==> src/rtl/m_stopwatch_ctrl.sv <==
// Stopwatch controller for a 4-digit 7-segment display, 00.00-99.99 s.
// Start/stop/lap/clear FSM driven by edges of debounced switch levels,
// a prescaled BCD count chain and a registered digit scanner.
// Handshake note: there is no valid/ready traffic here; the switches are
// plain levels, and an event is a rising edge seen on a single clock edge.
module m_stopwatch_ctrl #(
  parameter int TICK_DIV = 500000,
  parameter int SCAN_DIV = 50000
) (
  input  logic        clk,
  input  logic        n_reset,
  input  logic        sw_start,
  input  logic        sw_lap,
  input  logic        sw_clear,
  output logic [15:0] count_bcd,
  output logic [3:0]  digit_bcd,
  output logic [3:0]  digit_sel,
  output logic        dp_n,
  output logic        running,
  output logic        ovf
);

  localparam int PW = (TICK_DIV > 2) ? $clog2(TICK_DIV) : 1;
  localparam int SW = (SCAN_DIV > 1) ? $clog2(SCAN_DIV) : 1;

  typedef enum logic [1:0] {S_IDLE, S_RUN, S_LAP, S_STOP} state_t;

  state_t        state, state_n;
  logic          start_d, lap_d, clear_d;
  logic          rise_start, rise_lap, rise_clear;
  logic          run_active, run_next, do_clear, do_latch, tick;
  logic [PW-1:0] presc;
  logic [SW-1:0] scan_cnt;
  logic [1:0]    idx, idx_n;
  logic          scan_wrap;
  logic [3:0]    h1, h10, s1, s10;
  logic [15:0]   lap_latch, disp;

  assign rise_start = sw_start & ~start_d;
  assign rise_lap   = sw_lap   & ~lap_d;
  assign rise_clear = sw_clear & ~clear_d;
  assign count_bcd  = {s10, s1, h10, h1};

  // Switch history; reset high so a switch held through reset is not an edge
  always_ff @(posedge clk or negedge n_reset) begin
    if (!n_reset) begin
      start_d <= 1'b1;
      lap_d   <= 1'b1;
      clear_d <= 1'b1;
    end else begin
      start_d <= sw_start;
      lap_d   <= sw_lap;
      clear_d <= sw_clear;
    end
  end

  // FSM state register
  always_ff @(posedge clk or negedge n_reset) begin
    if (!n_reset) state <= S_IDLE;
    else          state <= state_n;
  end

  // FSM next state; one event per cycle, clear > start > lap
  always_comb begin
    state_n = state;
    case (state)
      S_IDLE: if (rise_start) state_n = S_RUN;
      S_RUN:  if (rise_start) state_n = S_STOP;
              else if (rise_lap) state_n = S_LAP;
      S_LAP:  if (rise_start) state_n = S_STOP;
              else if (rise_lap) state_n = S_RUN;
      S_STOP: if (rise_clear) state_n = S_IDLE;
              else if (rise_start) state_n = S_RUN;
      default: state_n = S_IDLE;
    endcase
  end

  // FSM outputs: qualifiers for the datapath
  always_comb begin
    run_active = (state == S_RUN) || (state == S_LAP);
    run_next   = (state_n == S_RUN) || (state_n == S_LAP);
    do_clear   = (state == S_STOP) && rise_clear;
    do_latch   = (state == S_RUN) && !rise_start && rise_lap;
    tick       = run_active && (presc == PW'(TICK_DIV - 1));
  end

  // Prescaler: free-runs while counting, parked at 0 otherwise
  always_ff @(posedge clk or negedge n_reset) begin
    if (!n_reset)                presc <= '0;
    else if (run_active && run_next)
      presc <= tick ? '0 : presc + PW'(1);
    else                         presc <= '0;
  end

  // BCD count chain with ripple carries, sticky overflow and lap latch
  always_ff @(posedge clk or negedge n_reset) begin
    if (!n_reset) begin
      {s10, s1, h10, h1} <= 16'h0000;
      ovf                <= 1'b0;
      lap_latch          <= 16'h0000;
    end else if (do_clear) begin
      {s10, s1, h10, h1} <= 16'h0000;
      ovf                <= 1'b0;
      lap_latch          <= 16'h0000;
    end else begin
      if (do_latch) lap_latch <= count_bcd;
      if (tick) begin
        if (count_bcd == 16'h9999) ovf <= 1'b1;
        if (h1 == 4'd9) begin
          h1 <= 4'd0;
          if (h10 == 4'd9) begin
            h10 <= 4'd0;
            if (s1 == 4'd9) begin
              s1  <= 4'd0;
              s10 <= (s10 == 4'd9) ? 4'd0 : s10 + 4'd1;
            end else s1 <= s1 + 4'd1;
          end else h10 <= h10 + 4'd1;
        end else h1 <= h1 + 4'd1;
      end
    end
  end

  // Running flag registered from the next state so it tracks the state exactly
  always_ff @(posedge clk or negedge n_reset) begin
    if (!n_reset) running <= 1'b0;
    else          running <= run_next;
  end

  assign scan_wrap = (scan_cnt == SW'(SCAN_DIV - 1));
  assign idx_n     = scan_wrap ? idx + 2'd1 : idx;
  assign disp      = (state == S_LAP) ? lap_latch : count_bcd;

  // Digit scanner; value, select and decimal point registered together
  always_ff @(posedge clk or negedge n_reset) begin
    if (!n_reset) begin
      scan_cnt  <= '0;
      idx       <= 2'd0;
      digit_bcd <= 4'd0;
      digit_sel <= 4'b1110;
      dp_n      <= 1'b1;
    end else begin
      scan_cnt  <= scan_wrap ? '0 : scan_cnt + SW'(1);
      idx       <= idx_n;
      digit_sel <= ~(4'b0001 << idx_n);
      dp_n      <= (idx_n != 2'd2);
      case (idx_n)
        2'd0:    digit_bcd <= disp[3:0];
        2'd1:    digit_bcd <= disp[7:4];
        2'd2:    digit_bcd <= disp[11:8];
        default: digit_bcd <= disp[15:12];
      endcase
    end
  end

endmodule
==> config.mk <==
export PLATFORM = sky130hd
export DESIGN_NAME = m_stopwatch_ctrl
export DESIGN_NICKNAME = d
export VERILOG_FILES = /design/src/rtl/m_stopwatch_ctrl.sv
export SDC_FILE = /design/constraint.sdc
export NUM_CORES = 1
export LEC_CHECK = 0
export ABC_CLOCK_PERIOD_IN_PS = 5930
export CAP_MARGIN = 20
export CELL_PAD_IN_SITES_DETAIL_PLACEMENT = 1
export CELL_PAD_IN_SITES_GLOBAL_PLACEMENT = 1
export CORE_MARGIN = 5
export CORE_UTILIZATION = 49
export DETAILED_ROUTE_END_ITERATION = 12
export PLACE_DENSITY_LB_ADDON = 0.25
export RECOVER_POWER = 100
export SKIP_CTS_REPAIR_TIMING = 1
export SYNTH_ARGS = -nofsm -noshare
export SYNTH_HDL_FRONTEND = slang
export SYNTH_SLANG_ARGS = --single-unit
==> constraint.sdc <==
create_clock -name clk -period 5.93 [get_ports clk]
set_input_delay 1.186 -clock clk [delete_from_list [all_inputs] [get_ports clk]]
set_output_delay 1.186 -clock clk [all_outputs]
set_load 0.02 [all_outputs]
==> results of run 1 <==
-- registers in the layout, indices dropped and copies added (netlist names), 2 cells and up --
name / count
h1: 4
scan_cnt: 16
state: 2
lap_latch: 16
digit_sel: 3
s1: 4
s10: 4
h10: 4
idx: 2
digit_bcd: 4
presc: 19
-- cell families (layout without fill, tap and decap cells) --
logic type / after synthesis / in the layout / share of synthesized area (%)
buf+inv: 37 / 66 / 3.47
compound gates: 73 / 73 / 10.0
xor+xnor: 34 / 34 / 7.06
mux: 8 / 8 / 1.94
flops: 84 / 84 / 48.8
fa+ha+maj: 14 / 14 / 4.05
simple gates: 210 / 210 / 24.6
-- power groups by stage --
stage / Sequential, mW / Combinational [mW] / Clock, mW
6_report: 0.862 / 0.715 / 0.375
4_1_cts: 0.864 / 0.743 / 0.388
3_3_place_gp: 0.862 / 0.706 / 0
3_5_place_dp: 0.873 / 0.736 / 0
2_1_floorplan: 0.905 / 0.374 / 0
5_1_grt: 0.888 / 0.791 / 0.408
-- stage by stage --
| stage | utilization, % | power, mW |
|---|---|---|
| 3_5_place_dp | 54.0 | 1.61 |
| 5_1_grt | 56.5 | 2.09 |
| 2_1_floorplan | - | 1.28 |
| 3_3_place_gp | 54.0 | 1.57 |
| 6_report | 56.5 | 1.95 |
| 4_1_cts | 56.1 | 1.99 |
-- worst max-delay path, cell delays in order --
cell           delay [ps]
dlygate4sd3_1         550
nor2b_1               300
o21ai_0               150
a21oi_1               170
a21o_1                140
xor2_1                150
clkbuf_1              730
nor3_1                160
-- layout make-up --
cell class | instances | area, sq um | share of cell area [%]
flip-flops and latches | 84 | 2110 | 43.0
multi-input cells | 339 | 2060 | 41.9
repair buffers | 35 | 367 | 7.48
clock buffers | 11 | 141 | 2.88
well taps | 108 | 135 | 2.76
inverters | 15 | 56.3 | 1.15
clock inverters | 5 | 37.5 | 0.766
-- cell usage after synthesis (2+ instances only) --
| library cell | count | area [sq um] |
|---|---|---|
| a211oi_1 | 3 | 22.5 |
| o211ai_1 | 3 | 22.5 |
| o21ai_0 | 15 | 75.1 |
| mux2_2 | 3 | 33.8 |
| or4_1 | 3 | 22.5 |
| nor3b_1 | 2 | 15.0 |
| o32ai_1 | 2 | 17.5 |
| nand2b_1 | 3 | 18.8 |
| a2111oi_0 | 4 | 35.0 |
| buf_1 | 2 | 7.51 |
| nand4_1 | 5 | 31.3 |
| xnor2_1 | 15 | 131 |
| or3_2 | 3 | 22.5 |
| dfrtp_1 | 78 | 1950 |
| nor4bb_1 | 2 | 20.0 |
| xor2_1 | 18 | 158 |
| dfstp_2 | 6 | 158 |
| nor2_1 | 36 | 135 |
| o31ai_1 | 2 | 15.0 |
| clkbuf_1 | 13 | 48.8 |
| nand2_1 | 73 | 274 |
| buf_2 | 5 | 25.0 |
| nand3_1 | 20 | 100 |
| nand4b_1 | 4 | 35.0 |
| ha_1 | 14 | 175 |
| and3b_1 | 2 | 17.5 |
| a31oi_1 | 5 | 31.3 |
| a21oi_1 | 34 | 170 |
| mux2i_1 | 5 | 50.1 |
| nor4b_1 | 2 | 17.5 |
| inv_1 | 15 | 56.3 |
| nor3_1 | 17 | 85.1 |
| and4_1 | 2 | 17.5 |
| and3_1 | 6 | 37.5 |
| o211a_1 | 2 | 20.0 |
| or3_1 | 7 | 43.8 |
| nor2b_1 | 12 | 75.1 |
-- path summary, 6_finish.rpt --
check / end / cells after the start
min reg2reg: scan_cnt[0] / 1
max in group asynchronous: presc[4] / 1
min: scan_cnt[0] / 1
max reg2reg: digit_bcd[1] / 7
max: presc[5] / 8
min in group asynchronous: scan_cnt[12] / 1
-- layer usage --
metal | GRT usage, % | up-vias
met5 | 0 | -
met4 | 7.12 | 0
met3 | 2.79 | 10
met2 | 34.4 | 38
met1 | 26.2 | 1706
li1 | - | 1626
==> impl_metrics.toml, run 1 <==
[outcome]
outcome = "complete, but fails checks"
failed_checks = "capacitance limit, slew limit"

[clocking]
insertion_delay_ps = 360
clk_pin_slew_ps = 80
cts_inserted_buffers = 9
clockBufferDepth = 2
cts_tree = "done"
htreeDepth = 3
cts-root-buf = "clkbuf_8"
cts.sinks = 84

[sta]
slew_headroom_pct = -33.0
post-route-period-util_pct = 56.6
finalClockSkew_ps = 14.6
fin_crit_ps = 3360
worstMarginPinSlew_ps = 2000
final.setup.worst_slack_ps = 2570
finalSetupViolCount = 0
rsz0062_at_grt = "no"
hold_ws_ps = 505
slew_violations = 69
tns_ps = 0
fmax_mhz = 298
finalHoldViolations = 0

[pwr]
power.leakage_nw = 2.14
p_seq_share_pct = 44.1
swShare_pct = 41.4
powerDensity_nw_per_um2 = 398
p_sw_mw = 0.808
p_clk_share_pct = 19.2
p_int_mw = 1.14
pwr-share-comb_pct = 36.6
vdd_drop_max_uv = 185

[floorplanning]
coreArea_sq_um = 8680
die_w_microns = 104
initial_core_util_pct = 49.8
row_count = 34
die_y_microns = 104
fp.dieArea_sq_um = 10800
ioPinCount = 32

[cells_and_area]
final_cells = 597
final_common_cell = "dfrtp_1"
area_delta_synth_final_pct = 13.5
layout-drive-gt1-share_pct = 7.57
nFillCells = 991
diodes = 0
layout.nets = 503
finalInstanceArea_sq_um = 4900
layout_common_cells = "dfrtp_1 (78), nand2_1 (73), nor2_1 (35), a21oi_1 (34), dlygate4sd3_1 (30)"

[routing]
wl_per_cell_microns = 17.5
met3WireLength_microns = 248
top_layer = "met4"
wirelength_microns = 10400
drtIter0Drc = 76
viasPerCell = 5.66
drt-pass1-iter-count = 5
met1Wirelength_microns = 4820
drtAntennaViolNets = 0
routed-via-count = 3380
post-route-drc-count = 0
wl_met2_microns = 5190

[setup_path]
cp-startpoint = "sw_start"
startpoint_type = "input port"
r2r_start = "scan_cnt[0]"
path_max_fanout = 20
cp-end-kind = "flop"
cp.arrival_ps = 3550
crit_required_ps = 6120
r2r_slack_ps = 2960
critPathKind = "in2reg"

[hold_path]
hold_path_startpoint = "scan_cnt[0]"
hold_path_class = "reg2reg"

[placed_design]
place_ws_ps = 2770
place.gp.congestion = 0.801
place_area_sq_um = 4690
dp_hpwl_microns = 7010
place_inst = 579
port_buffers = 31

[yosys]
ys_types = 54
synth_edf_count = 0
netlist_area_sq_um = 4320
syn_nets = 479
yosysSeqAreaShare_pct = 48.8
async_reset_ff_share_pct = 100
ys_warn_count = 0
synth_cells = 460
synth-seq-cells = 84
synth_ff_type = "dfrtp_1"
avgSynthCellArea_sq_um = 9.39

[global_routing]
antenna_found_initial = 0
grt_max_degree = 85
grt_pass1_vias = 3691
overflow = 0
grt_usage_pct = 20.2
grt_pass1_wl_microns = 18100

[run]
maxCapViolCount = 2
Note: power is estimated with default switching activity, not from simulation.
==> inputs of run 2 (changes only) <==
--- a/config.mk
+++ b/config.mk
@@ -5,12 +5,12 @@
 export SDC_FILE = /design/constraint.sdc
 export NUM_CORES = 1
 export LEC_CHECK = 0
-export ABC_CLOCK_PERIOD_IN_PS = 5930
+export ABC_CLOCK_PERIOD_IN_PS = 3100
 export CAP_MARGIN = 20
 export CELL_PAD_IN_SITES_DETAIL_PLACEMENT = 1
 export CELL_PAD_IN_SITES_GLOBAL_PLACEMENT = 1
 export CORE_MARGIN = 5
-export CORE_UTILIZATION = 49
+export CORE_UTILIZATION = 45
 export DETAILED_ROUTE_END_ITERATION = 12
 export PLACE_DENSITY_LB_ADDON = 0.25
 export RECOVER_POWER = 100
==> constraint.sdc (replaced) <==
create_clock -name clk -period 3.1 [get_ports clk]
set_input_delay 0.62 -clock clk [delete_from_list [all_inputs] [get_ports clk]]
set_output_delay 0.62 -clock clk [all_outputs]
set_load 0.02 [all_outputs]
==> impl_metrics.toml, run 2 (same netlist as run 1, synthesis figures left out) <==
[routing]
post-route-drc-count = 0
routed-via-count = 3448
drtAntennaViolNets = 0
wirelength_microns = 10400
viasPerCell = 5.53
drt-pass1-iter-count = 5
wl_per_cell_microns = 16.6
drtIter0Drc = 141

[placed_design]
dp_hpwl_microns = 7200
place.gp.congestion = 0.872
port_buffers = 31
place_ws_ps = 547
place_inst = 606

[clocking]
cts_tree = "done"
cts-root-buf = "clkbuf_8"
insertion_delay_ps = 350
clockBufferDepth = 2
clk_pin_slew_ps = 90
cts.sinks = 84
htreeDepth = 3
cts_inserted_buffers = 9

[cells_and_area]
top_regs = "presc: 19 flops, lap_latch: 16 flops, scan_cnt: 16 flops"
utilization_pct = 52.7
diodes = 0
final_common_cell = "dfrtp_1"
layout-drive-gt1-share_pct = 7.29
layout.nets = 508
area_delta_synth_final_pct = 13.2
final_cells = 623
layout_common_cells = "dfrtp_1 (78), nand2_1 (75), nor2_1 (36), a21oi_1 (34), dlygate4sd3_1 (30)"
largest_reg_flops = 19
top_register = "presc"

[global_routing]
grt_pass1_vias = 3626
antenna_found_initial = 0
grt_usage_pct = 19.2
overflow = 0
grt_pass1_wl_microns = 18000
grt_max_degree = 82

[sta]
worstMarginPinSlew_ps = 1820
post-route-period-util_pct = 82.3
fin_crit_ps = 2550
rsz0062_at_grt = "no"
tns_ps = 0
finalSetupViolCount = 0
fmax_mhz = 392
slew_headroom_pct = -21.7
final.setup.worst_slack_ps = 549
finalHoldViolations = 0
slew_violations = 74
finalClockSkew_ps = 14.2

[hold_path]
hold_path_class = "in2async"

[setup_path]
cp-startpoint = "scan_cnt[0]"
crit_family = "XOR/XNOR gates"
r2r_start = "scan_cnt[0]"
critPathKind = "reg2reg"
slowest_delay_ps = 580
cp.arrival_ps = 2800
rr_worst_depth = 7
crit_required_ps = 3350
critPathSlowestCell = "xnor2_1"
path_buf_inv = 1
path_max_fanout = 11
crit_cells = 7
path_cells = "ha_1 -> and3_1 -> and4_1 -> xnor2_1 -> inv_1 -> o211a_1 -> o32ai_1"
cp-end-kind = "flop"
startpoint_type = "flop"

[pwr]
p_total_mw = 3.72
powerDensity_nw_per_um2 = 760
power.leakage_nw = 2.12
vdd_drop_max_uv = 341

[floorplanning]
die_w_microns = 108
coreArea_sq_um = 9280
row_count = 35
fp.dieArea_sq_um = 11700
initial_core_util_pct = 46.5
die_y_microns = 108
ioPinCount = 32

[outcome]
failed_checks = "capacitance limit, slew limit"
outcome = "complete, but fails checks"

[run]
maxCapViolCount = 1
-- run 2: power breakdown --
part           leakage (nW)  switching [mW]  internal, mW
Clock                0.0824           0.393         0.311
Combinational         0.936           0.846         0.533
Sequential             1.10           0.292          1.34
-- run 2: cell type report --
cell class / instances / area [sq um]
clock buffers: 12 / 145
clock inverters: 4 / 25.0
fillers: 1086 / 4390
inverters: 15 / 56.3
multi-input cells: 339 / 2040
flip-flops and latches: 84 / 2110
well taps: 129 / 161
repair buffers: 40 / 354
-- run 2: final timing paths --
kind | end | slack [ps]
max in group asynchronous | presc[10] | 780
min in group clk | scan_cnt[0] | 500
min | scan_cnt[6] | 180
max reg2reg | digit_bcd[1] | 550
min reg2reg | scan_cnt[0] | 500
max | digit_bcd[1] | 550
-- run 2: per-stage QoR --
| stage | hold slack [ps] | instance area, sq um |
|---|---|---|
| floorplan | 324 | 4320 |
| global placement | 475 | 4760 |
| detailed placement | 490 | 4760 |
| CTS | 480 | 4930 |
| global route | 198 | 4890 |
| finish | 180 | 4890 |
-- run 2: metal layers --
metal  track usage (%)  vias to the layer above  part of all wire [%]
met4              6.49                        0                   1.8
met3              3.16                       19                   2.6
met2              31.5                       46                    48
met1              25.8                     1740                    47
met5                 0                        -                     0
li1                  -                     1643                     -
